==> config.mk <==
export PLATFORM = sky130hd
export DESIGN_NAME = cnt_down_timer
export DESIGN_NICKNAME = d
export VERILOG_FILES = /design/src/rtl/cnt_down_pkg.sv /design/src/rtl/cnt_down_timer_btn_cond.sv /design/src/rtl/cnt_down_timer.sv
export SDC_FILE = /design/constraint.sdc
export NUM_CORES = 1
export LEC_CHECK = 0
export ABC_AREA = 1
export CAP_MARGIN = 30
export CORE_ASPECT_RATIO = 0.5
export CORE_MARGIN = 5
export CORE_UTILIZATION = 55
export CTS_CLUSTER_DIAMETER = 150
export DETAILED_ROUTE_END_ITERATION = 8
export GPL_TIMING_DRIVEN = 0
export PLACE_DENSITY = 0.73
export SLEW_MARGIN = 20
export SYNTH_ARGS = -nofsm -noshare
export SYNTH_HDL_FRONTEND = slang
export SYNTH_HIERARCHICAL = 1
export SYNTH_SLANG_ARGS = --single-unit
==> constraint.sdc <==
create_clock -name CLK -period 2.75 [get_ports CLK]
set_clock_uncertainty 0.05 [all_clocks]
set_input_delay 0.6875 -clock CLK [delete_from_list [all_inputs] [get_ports CLK]]
set_output_delay 0.6875 -clock CLK [all_outputs]
set_load 0.05 [all_outputs]
==> src/rtl/cnt_down_pkg.sv <==
// cnt_down_pkg: shared types and helpers for the four-digit BCD countdown timer.
//   - state_e       : controller states
//   - count_t       : four packed BCD digits, [0] = ones, [3] = thousands
//   - bcd_step      : +/-1 at a chosen digit position, wrapping modulo 10000
//   - seg7_decode   : BCD digit to active-low cathodes {dp,g,f,e,d,c,b,a}
//   - anode_pattern : scan index to active-low anode enables
//   - SEG_RESET     : display word after reset (digit 0 showing "0")
package cnt_down_pkg;

  localparam int unsigned BCD_W      = 4;
  localparam int unsigned NUM_DIGITS = 4;

  typedef logic [BCD_W-1:0]                  bcd_t;
  typedef logic [NUM_DIGITS-1:0][BCD_W-1:0]  count_t;

  typedef enum logic [1:0] {
    ST_IDLE  = 2'd0,
    ST_RUN   = 2'd1,
    ST_PAUSE = 2'd2,
    ST_DONE  = 2'd3
  } state_e;

  // Event vector bit positions, lowest priority first.
  localparam int unsigned EV_D = 0;
  localparam int unsigned EV_U = 1;
  localparam int unsigned EV_L = 2;
  localparam int unsigned EV_R = 3;
  localparam int unsigned EV_C = 4;

  localparam logic [7:0]  SEG_BLANK = 8'hFF;
  localparam logic [11:0] SEG_RESET = 12'hEC0;

  // Ripple a +1/-1 from digit 'pos' upward; the carry/borrow out of the
  // thousands digit is dropped, giving modulo-10000 behaviour.
  function automatic count_t bcd_step(input count_t c, input int unsigned pos,
                                      input logic down);
    count_t r;
    logic   carry;
    r     = c;
    carry = 1'b1;
    for (int unsigned i = 0; i < NUM_DIGITS; i++) begin
      if (i >= pos && carry) begin
        if (!down) begin
          if (r[i] == bcd_t'(9)) begin
            r[i] = '0;
          end else begin
            r[i]  = r[i] + bcd_t'(1);
            carry = 1'b0;
          end
        end else begin
          if (r[i] == bcd_t'(0)) begin
            r[i] = bcd_t'(9);
          end else begin
            r[i]  = r[i] - bcd_t'(1);
            carry = 1'b0;
          end
        end
      end
    end
    return r;
  endfunction

  function automatic logic [7:0] seg7_decode(input bcd_t d);
    logic [7:0] s;
    unique case (d)
      4'd0:    s = 8'hC0;
      4'd1:    s = 8'hF9;
      4'd2:    s = 8'hA4;
      4'd3:    s = 8'hB0;
      4'd4:    s = 8'h99;
      4'd5:    s = 8'h92;
      4'd6:    s = 8'h82;
      4'd7:    s = 8'hF8;
      4'd8:    s = 8'h80;
      4'd9:    s = 8'h90;
      default: s = SEG_BLANK;
    endcase
    return s;
  endfunction

  function automatic logic [3:0] anode_pattern(input logic [1:0] idx);
    logic [3:0] a;
    unique case (idx)
      2'd0:    a = 4'b1110;
      2'd1:    a = 4'b1101;
      2'd2:    a = 4'b1011;
      default: a = 4'b0111;
    endcase
    return a;
  endfunction

endpackage

==> src/rtl/cnt_down_timer_btn_cond.sv <==
// btn_cond: conditions one push-button into a single-cycle press event.
//   clk, rst_n : clock, synchronous active-low reset
//   btn_i      : raw asynchronous button
//   evt_o      : registered one-cycle pulse per press
// Chain: 2-flop synchronizer -> optional debounce filter -> rising-edge
// detect -> registered event. The filter is compiled in when
// CNT_DOWN_DEBOUNCE_EN is defined.
module btn_cond #(
  parameter int unsigned DEBOUNCE_CYCLES = 1_000_000
) (
  input  logic clk,
  input  logic rst_n,
  input  logic btn_i,
  output logic evt_o
);

  // Zero would make the filter terminal count underflow.
  if (DEBOUNCE_CYCLES == 0) begin : g_bad_debounce
    $error("btn_cond: DEBOUNCE_CYCLES must be nonzero");
  end

  logic sync1_q, sync2_q;
  logic lvl;
  logic lvl_prev_q, lvl_prev_d;
  logic evt_q, evt_d;

`ifdef CNT_DOWN_DEBOUNCE_EN
  localparam int unsigned DB_W = (DEBOUNCE_CYCLES > 1) ? $clog2(DEBOUNCE_CYCLES) : 1;

  logic            filt_q, filt_d;
  logic [DB_W-1:0] db_cnt_q, db_cnt_d;

  // Any return to the filtered level restarts the stability count.
  always_comb begin
    filt_d   = filt_q;
    db_cnt_d = '0;
    if (sync2_q != filt_q) begin
      if (db_cnt_q == DB_W'(DEBOUNCE_CYCLES - 1)) begin
        filt_d = sync2_q;
      end else begin
        db_cnt_d = db_cnt_q + DB_W'(1);
      end
    end
  end

  always_ff @(posedge clk) begin
    if (!rst_n) begin
      filt_q   <= 1'b0;
      db_cnt_q <= '0;
    end else begin
      filt_q   <= filt_d;
      db_cnt_q <= db_cnt_d;
    end
  end

  assign lvl = filt_q;
`else
  assign lvl = sync2_q;
`endif

  always_comb begin
    lvl_prev_d = lvl;
    evt_d      = lvl & ~lvl_prev_q;
  end

  always_ff @(posedge clk) begin
    if (!rst_n) begin
      sync1_q    <= 1'b0;
      sync2_q    <= 1'b0;
      lvl_prev_q <= 1'b0;
      evt_q      <= 1'b0;
    end else begin
      sync1_q    <= btn_i;
      sync2_q    <= sync1_q;
      lvl_prev_q <= lvl_prev_d;
      evt_q      <= evt_d;
    end
  end

  assign evt_o = evt_q;

endmodule

==> src/rtl/cnt_down_timer.sv <==
// cnt_down_timer: four-digit BCD countdown timer with button control and a
// time-multiplexed seven-segment display.
//   CLK              : system clock, rising edge
//   RESET            : synchronous, active-low
//   BTNU/BTND        : preset +10 / -10 (IDLE only)
//   BTNR/BTNL        : preset +1 / -1 (IDLE only)
//   BTNC             : start / pause / resume / acknowledge
//   SEG[11:0]        : [11:8] anodes ([8] rightmost), [7:0] {dp,g..a}, active-low
//   LED              : high while in DONE
// Parameters: TICK_DIV cycles per decrement, SCAN_DIV cycles per digit slot,
// DEBOUNCE_CYCLES filter length when CNT_DOWN_DEBOUNCE_EN is defined.
module cnt_down_timer
  import cnt_down_pkg::*;
#(
  parameter int unsigned TICK_DIV        = 100_000_000,
  parameter int unsigned SCAN_DIV        = 100_000,
  parameter int unsigned DEBOUNCE_CYCLES = 1_000_000
) (
  input  logic        CLK,
  input  logic        RESET,
  input  logic        BTNU,
  input  logic        BTNL,
  input  logic        BTNC,
  input  logic        BTNR,
  input  logic        BTND,
  output logic [11:0] SEG,
  output logic        LED
);

  localparam int unsigned TICK_W = (TICK_DIV > 1) ? $clog2(TICK_DIV) : 1;
  localparam int unsigned SCAN_W = (SCAN_DIV > 1) ? $clog2(SCAN_DIV) : 1;

  // ---------------- button conditioning ----------------
  logic [4:0] btn_raw;
  logic [4:0] evt;

  assign btn_raw[EV_D] = BTND;
  assign btn_raw[EV_U] = BTNU;
  assign btn_raw[EV_L] = BTNL;
  assign btn_raw[EV_R] = BTNR;
  assign btn_raw[EV_C] = BTNC;

  for (genvar g = 0; g < 5; g++) begin : g_btn
    btn_cond #(.DEBOUNCE_CYCLES(DEBOUNCE_CYCLES)) u_btn_cond (
      .clk   (CLK),
      .rst_n (RESET),
      .btn_i (btn_raw[g]),
      .evt_o (evt[g])
    );
  end

  // ---------------- state ----------------
  state_e             state_q, state_d;
  count_t             count_q, count_d;
  logic [TICK_W-1:0]  tick_q, tick_d;
  logic [SCAN_W-1:0]  scan_cnt_q, scan_cnt_d;
  logic [1:0]         scan_idx_q, scan_idx_d;
  logic [11:0]        seg_q, seg_d;
  logic               led_q, led_d;

  logic tick_wrap;
  assign tick_wrap = (tick_q == TICK_W'(TICK_DIV - 1));

  always_ff @(posedge CLK) begin
    if (!RESET) begin
      state_q <= ST_IDLE;
    end else begin
      state_q <= state_d;
    end
  end

  // BTNC outranks every edit button, so a coincident edit is dropped.
  always_comb begin
    state_d = state_q;
    unique case (state_q)
      ST_IDLE:  if (evt[EV_C] && count_q != '0) state_d = ST_RUN;
      ST_RUN: begin
        if (evt[EV_C]) begin
          state_d = ST_PAUSE;
        end else if (tick_wrap && count_q == count_t'(16'h0001)) begin
          state_d = ST_DONE;
        end
      end
      ST_PAUSE: if (evt[EV_C]) state_d = ST_RUN;
      ST_DONE:  if (evt[EV_C]) state_d = ST_IDLE;
      default:  state_d = ST_IDLE;
    endcase
  end

  // LED follows the next state so it rises on the edge the count hits zero.
  always_comb begin
    led_d = (state_d == ST_DONE);
  end

  // ---------------- count and tick datapath ----------------
  always_comb begin
    count_d = count_q;
    tick_d  = tick_q;
    unique case (state_q)
      ST_IDLE: begin
        // Held at zero so RUN always starts a full tick period.
        tick_d = '0;
        if (!evt[EV_C]) begin
          if (evt[EV_R])      count_d = bcd_step(count_q, 0, 1'b0);
          else if (evt[EV_L]) count_d = bcd_step(count_q, 0, 1'b1);
          else if (evt[EV_U]) count_d = bcd_step(count_q, 1, 1'b0);
          else if (evt[EV_D]) count_d = bcd_step(count_q, 1, 1'b1);
        end
      end
      ST_RUN: begin
        // The pause cycle itself does not advance the tick, so resume
        // continues from exactly the phase that was frozen.
        if (!evt[EV_C]) begin
          if (tick_wrap) begin
            tick_d  = '0;
            count_d = bcd_step(count_q, 0, 1'b1);
          end else begin
            tick_d = tick_q + TICK_W'(1);
          end
        end
      end
      default: ;
    endcase
  end

  // ---------------- display scan ----------------
  always_comb begin
    scan_cnt_d = scan_cnt_q + SCAN_W'(1);
    scan_idx_d = scan_idx_q;
    if (scan_cnt_q == SCAN_W'(SCAN_DIV - 1)) begin
      scan_cnt_d = '0;
      scan_idx_d = scan_idx_q + 2'd1;
    end
    seg_d = {anode_pattern(scan_idx_q), seg7_decode(count_q[scan_idx_q])};
  end

  always_ff @(posedge CLK) begin
    if (!RESET) begin
      count_q    <= '0;
      tick_q     <= '0;
      scan_cnt_q <= '0;
      scan_idx_q <= '0;
      seg_q      <= SEG_RESET;
      led_q      <= 1'b0;
    end else begin
      count_q    <= count_d;
      tick_q     <= tick_d;
      scan_cnt_q <= scan_cnt_d;
      scan_idx_q <= scan_idx_d;
      seg_q      <= seg_d;
      led_q      <= led_d;
    end
  end

  assign SEG = seg_q;
  assign LED = led_q;

endmodule

==> metrics.cfg <==
[clock_network]
ctsLongestPathBuffers=2
h-tree-depth=3
path_clk_slew_ns=0.07
clkLatencyLatePin_ns=0.34
postCtsSetupRepairBufs=0
cts-buffers-inserted=9
root_buffer=clkbuf_16
cts_tree=done
clock-sinks=96

[critical_path]
worst_r2r_path_depth=10
critical_path_class=primary input to flip-flop
start_kind=primary input
cp_max_fo=19
critPathLaunch=RESET
r2r_setup_slack_ns=0.71
r2r-end=SEG[3]$_SDFF_PN0_
r2r_start=scan_idx_q[0]$_SDFFE_PN0P_
arrival_ns=2.75
end_kind=flip-flop
worst_ep_required_time_ns=2.98

[placed_design]
placed_cell_area_um2=5366
gp_congestion=0.9439
hpwl_um=7827
portBuffers=18
placed_cells=861

[timing]
finalCritPeriodShare_pct=91.70
fin_crit_ns=2.522
fmax_mhz=396.6
tns_ns=0
slew_headroom_pct=45.83
tightest_slew_ns=0.8126
hold_viol_final=0
setup_viol=0
slew_violations=0
rsz0062_at_grt=no

[final_layout]
fin_cells=877
area_growth_pct=12.14
diodes=0
final_core_util_pct=64.02
final_layout_size_suffix_gt1_share_pct=12.11
stdcell_area_um2=5652
nets=773

[logic_synthesis]
ys_ff_latch=96
yosysUniqueCellTypes=41
avgSynthCellArea_um2=6.942
ys_seq_area_share_pct=38.13
synth_fp_nets=744
synthesis.instances=726
syn_area_um2=5040
yosysWarnings=13

[pwr]
leakage_uw=0.002319
max-vdd-ir-drop_uv=322.3
power_density_nw_per_um2=583.3

[global_route]
grt_max_degree=20
grt_pass1_wl_um=18910
grt_use_total_pct=19.67
grt_pass1_vias=4207
antenna_found_initial=0
overflow=0

[routing]
wl_um=10640
ant_nets=0
drcViolationCount=0
drtIter0Drc=367
dr.pass1.iters=6
wl_per_cell_um=12.13
viasPerCell=5.203
vias=4563

[hold_path]
hold_path.startpoint=g_btn[0].u_btn_cond/lvl_prev_q$_SDFF_PN0_
holdPathStages=1
hold_path.class=flip-flop to flip-flop
min_to=g_btn[0].u_btn_cond/evt_o$_SDFF_PN0_

[flow_run]
cap_violations=0

[floorplan]
rows=24
die_area_um2=11290
coreArea_um2=8828
initial_core_util_pct=57.09
die-width_um=145.4
ios=20
die_h_um=77.69

[status]
status=finished, final reports clean

-- how the worst max path moves through the flow --
| stage | slack (ns) | endpoint | cells past startpoint |
|---|---|---|---|
| after floorplan | 0.99 | SEG[3]$_SDFF_PN0_ | 10 |
| after global placement | -0.40 | tick_q[24]$_SDFFE_PN0P_ | 5 |
| after detailed placement | -0.37 | tick_q[16]$_SDFFE_PN0P_ | 5 |
| after CTS | 0.25 | tick_q[24]$_SDFFE_PN0P_ | 5 |
| after global routing | 0.08 | tick_q[16]$_SDFFE_PN0P_ | 5 |
| final | 0.23 | tick_q[24]$_SDFFE_PN0P_ | 5 |
-- flip-flops by register name (all words and copies together) (netlist names), 2 cells and up --
register,cells
tick_q,27
scan_cnt_q,17
count_q,16
SEG,11
g_btn.u_btn_cond/evt_o,5
g_btn.u_btn_cond/lvl,5
g_btn.u_btn_cond/lvl_prev_q,5
g_btn.u_btn_cond/sync1_q,5
scan_idx_q,2
state_q,2
-- cell families (layout without fill, tap and decap cells) --
group	after synthesis	after routing	synth area share (%)
XOR/XNOR	13	13	2.259
flip-flops	96	96	38.13
AO/OA/AOI/OAI	103	103	11.12
other	1	1	0.07441
AND/OR/NAND/NOR	398	398	37.34
buffers and inverters	104	138	8.342
adder cells (fa/ha/maj)	11	11	2.731
-- metal layers --
| layer | vias up | wire length [µm] | global-route usage [%] |
|---|---|---|---|
| li1 | 2391 | - | - |
| met1 | 2019 | 5126 | 26.11 |
| met2 | 137 | 4775 | 31.85 |
| met3 | 16 | 606 | 5.064 |
| met4 | 0 | 133 | 6.052 |
| met5 | - | 0 | 0 |
-- cell usage in the layout (no fill, tap or decap), types with 2 or more instances in the layout --
master,n
buf_2,2
clkbuf_1,3
nand2_1,163
nand2_2,14
xor2_1,13
o21ai_2,2
or2_2,7
nor2_2,19
nor4_1,6
inv_1,84
o21ai_1,2
nand3_1,44
nand3_2,2
o21ai_0,36
nand3b_1,3
clkinv_4,2
nor3_1,19
a211oi_1,3
nand4_1,15
o22ai_1,2
clkdlybuf4s50_1,17
nor2_4,10
o211ai_1,3
ha_1,11
nor2_1,87
clkbuf_16,9
inv_6,5
a21oi_1,51
nand2_4,4
buf_4,5
dfxtp_1,96
inv_2,7
-- worst max-delay path, stage by stage --
cell,delay (ns)
dlygate4sd2_1,0.73
clkinv_1,0.49
a21oi_1,0.54
o21ai_0,0.17
a21oi_1,0.13
-- synthesized netlist by cell type --
library cell / n / share of area (%)
nand2_1: 163 / 12
dfxtp_1: 96 / 38
nor2_1: 87 / 6.5
inv_1: 84 / 6.3
a21oi_1: 51 / 5.1
nand3_1: 44 / 4.4
o21ai_0: 36 / 3.6
nor2_2: 19 / 2.4
nor3_1: 19 / 1.9
nand4_1: 15 / 1.9
nand2_2: 14 / 1.7
xor2_1: 13 / 2.3
ha_1: 11 / 2.7
nor2_4: 10 / 2.2
inv_2: 7 / 0.52
or2_2: 7 / 0.87
nor4_1: 6 / 0.74
buf_4: 5 / 0.74
nand2_4: 4 / 0.89
a211oi_1: 3 / 0.45
clkbuf_1: 3 / 0.22
nand3b_1: 3 / 0.45
o211ai_1: 3 / 0.45
buf_2: 2 / 0.20
nand3_2: 2 / 0.40
o21ai_1: 2 / 0.20
o21ai_2: 2 / 0.35
o22ai_1: 2 / 0.25
a21oi_4: 1 / 0.32
a32oi_1: 1 / 0.17
and3_1: 1 / 0.12
buf_6: 1 / 0.22
clkinv_1: 1 / 0.074
clkinv_2: 1 / 0.099
conb_1: 1 / 0.074
nor2_8: 1 / 0.40
nor3b_1: 1 / 0.15
o21a_1: 1 / 0.15
o21bai_1: 1 / 0.15
or2_1: 1 / 0.12
or3_1: 1 / 0.12
-- timing repair --
item,in CTS,in global routing
resized for setup,1,0
hold buffers,0,0
endpoints found under the setup margin,2,0
-- metrics by stage --
step | hold slack [ns] | worst slack (ns) | total power [µW]
after floorplan | 0.3341 | 0.9936 | 1987
after global placement | 0.3362 | -0.3962 | 2117
after detailed placement | 0.3372 | -0.3709 | 2126
after CTS | 0.3476 | 0.2536 | 3325
after global routing | 0.3641 | 0.08448 | 3492
final | 0.3462 | 0.2284 | 3297
-- power breakdown --
part	internal, µW	total [µW]	leakage (µW)	switching, µW
Sequential	1450	1510	0.000780	60.1
Clock	632	1190	0.000142	561
Combinational	205	596	0.00140	391
-- layout make-up --
type                            count  area, µm²
Sequential cell                    96       1922
Clock inverter                      7      61.31
Fill cell                         802       3177
Inverter                           93      350.3
Tap cell                          117      146.4
Timing Repair Buffer               18      178.9
Clock buffer                        9      225.2
Multi-Input combinational cell    526       2698
Buffer                             11      70.07
(Power assumes the default switching activity.)
==> RTL change (config.mk and constraints unchanged) <==
Re-encode `state_e` (4 states) as one-hot, 4 bits wide.
--- a/src/rtl/cnt_down_pkg.sv
+++ b/src/rtl/cnt_down_pkg.sv
@@ -13,11 +13,11 @@
   typedef logic [BCD_W-1:0]                  bcd_t;
   typedef logic [NUM_DIGITS-1:0][BCD_W-1:0]  count_t;
 
-  typedef enum logic [1:0] {
-    ST_IDLE  = 2'd0,
-    ST_RUN   = 2'd1,
-    ST_PAUSE = 2'd2,
-    ST_DONE  = 2'd3
+  typedef enum logic [3:0] {
+    ST_IDLE  = 4'b0001,
+    ST_RUN   = 4'b0010,
+    ST_PAUSE = 4'b0100,
+    ST_DONE  = 4'b1000
   } state_e;
 
   // Event vector bit positions, lowest priority first.
Behaviour: same outputs for any inputs over 10 cycles, from zero or initial values and one cycle with RESET low; not proved beyond that.
==> RTL change against the unedited design <==
- register-to-register slack worse by 0.08 ns
- wire length is 7.6% higher
- clock power is 7% higher
- power is 5.6% higher
- final area is 2.0% higher
- worst setup slack better by 0.11 ns
- die area is 1.8% higher
- sequential cell count is 2 higher
- synthesized area is 2.0% higher
- sequential share of layout area hardly changed
==> RTL change: results (changes against the unedited design) <==
vias post-DR 4795 (+5.1%); ant diodes 0 (unchanged); post-CTS setup buffer count 0 (unchanged); layout cells sized above 1 0.0767 (-0.0443); M1 GR Usage 0.266 (+0.00531); synth unique cells 45 (+9.8%); Routability Congestion 0.899 (-4.7%); multi-input gate count 541 (+2.9%); Hold Path End g_btn[0].u_btn_cond/evt_o$_SDFF_PN0_; drt first-iter violations 353 (-3.8%); leakage power 2.44 nW (+5.2%); buffer share of cell area 0.0434 (-0.000662); clock buffer count from CTS 9 (unchanged); clk sinks 98 (+2.1%); Post-synth top cells nand2_1 (182), inv_1 (103), dfxtp_1 (98), nor2_1 (83), a21oi_1 (56); largest cells by area after synthesis dfxtp_1 (38%), nand2_1 (13%), inv_1 (7.5%), nor2_1 (6.1%), a21oi_1 (5.5%); FF-to-FF setup slack 0.63 ns (-0.08 ns); min-delay src g_btn[0].u_btn_cond/lvl_prev_q$_SDFF_PN0_; core area 8920 um^2 (+1.0%); clock network share of area 0.0516 (+0.000941); # setup viols final 0 (unchanged); dpl hpwl 8.37 mm (+6.9%); crit path capture count_q[4]$_SDFFE_PN0P_; CTS root buffer clkbuf_16; sum of routed wire segments on met1 5.62 mm (+9.6%); largest net degree at the start of global routing 20 (unchanged); register area share after synthesis 0.382 (about the same); async set-reset flop share out of synthesis 0 (unchanged); wire length on met2 5.35 mm (+12%); Fill cells 853 (+6.4%); Pre-antenna DRT Iters 5 (-1); Final Net Count 808 (+4.5%); CP peak stage delay 0.94 ns (+0.21 ns); FF-to-FF End SEG[3]$_SDFF_PN0_; WL met3 367 um (-39%); met2 usage 0.366 (+0.0473); Resize count post-CTS 0 (-1); Critical-path top delay cell clkdlybuf4s50_1; clock buf count 12 (+3); first-pass GRT wire length 20.3 mm (+7.1%); outcome finished clean; initial antenna violation count 0 (unchanged); Non-clock buffers 30 (+3.4%); post-placement worst setup slack -0.0604 ns (+0.311 ns); GRT Util Overall 0.210 (+0.0134); Peak supply drop 0.000382 V (+18%); Slew headroom 0.511 (+0.0528); Arr. time, crit path 2.64 ns (-0.11 ns); WL/cell 12.6 um (+3.5%); vias in the first global route 4501 (+7.0%); Non-clock inverters 110 (+18%); routing usage on met3 0.0455 (-0.00519); Seq area share 0.340 (about the same); YS warnings 13 (unchanged); worst hold stages 1 (unchanged); sw power 0.00105 W (+3.4%); post-synthesis net count 779 (+4.7%)
-- RTL change: power by group through the flow --
stage	registers, W	logic (W)	clock network, W
after floorplan	0.00160	0.000461	0
after global placement	0.00157	0.000649	0
after detailed placement	0.00157	0.000659	0
after CTS	0.00154	0.000663	0.00128
after global routing	0.00155	0.000760	0.00135
final	0.00154	0.000668	0.00127
-- RTL change: kinds of logic (layout without fill, tap and decap cells) --
family / Yosys count / after routing / share of synthesized area
AOI/OAI and AO/OA: 118 / 118 / 0.127
other: 1 / 1 / 0.000729
xor gates and xnor gates: 7 / 7 / 0.0119
buffers and inverters: 122 / 156 / 0.0939
adders and majority gates: 11 / 11 / 0.0268
and+or+nand+nor: 404 / 404 / 0.358
DFF: 98 / 98 / 0.382
-- RTL change: metrics by stage --
stage	instances	cell area, um^2	hold slack, ns
6_report	912	5770	0.347
5_1_grt	912	5770	0.362
4_1_cts	912	5770	0.349
3_5_place_dp	896	5470	0.340
3_3_place_gp	896	5470	0.337
2_1_floorplan	761	5140	0.334
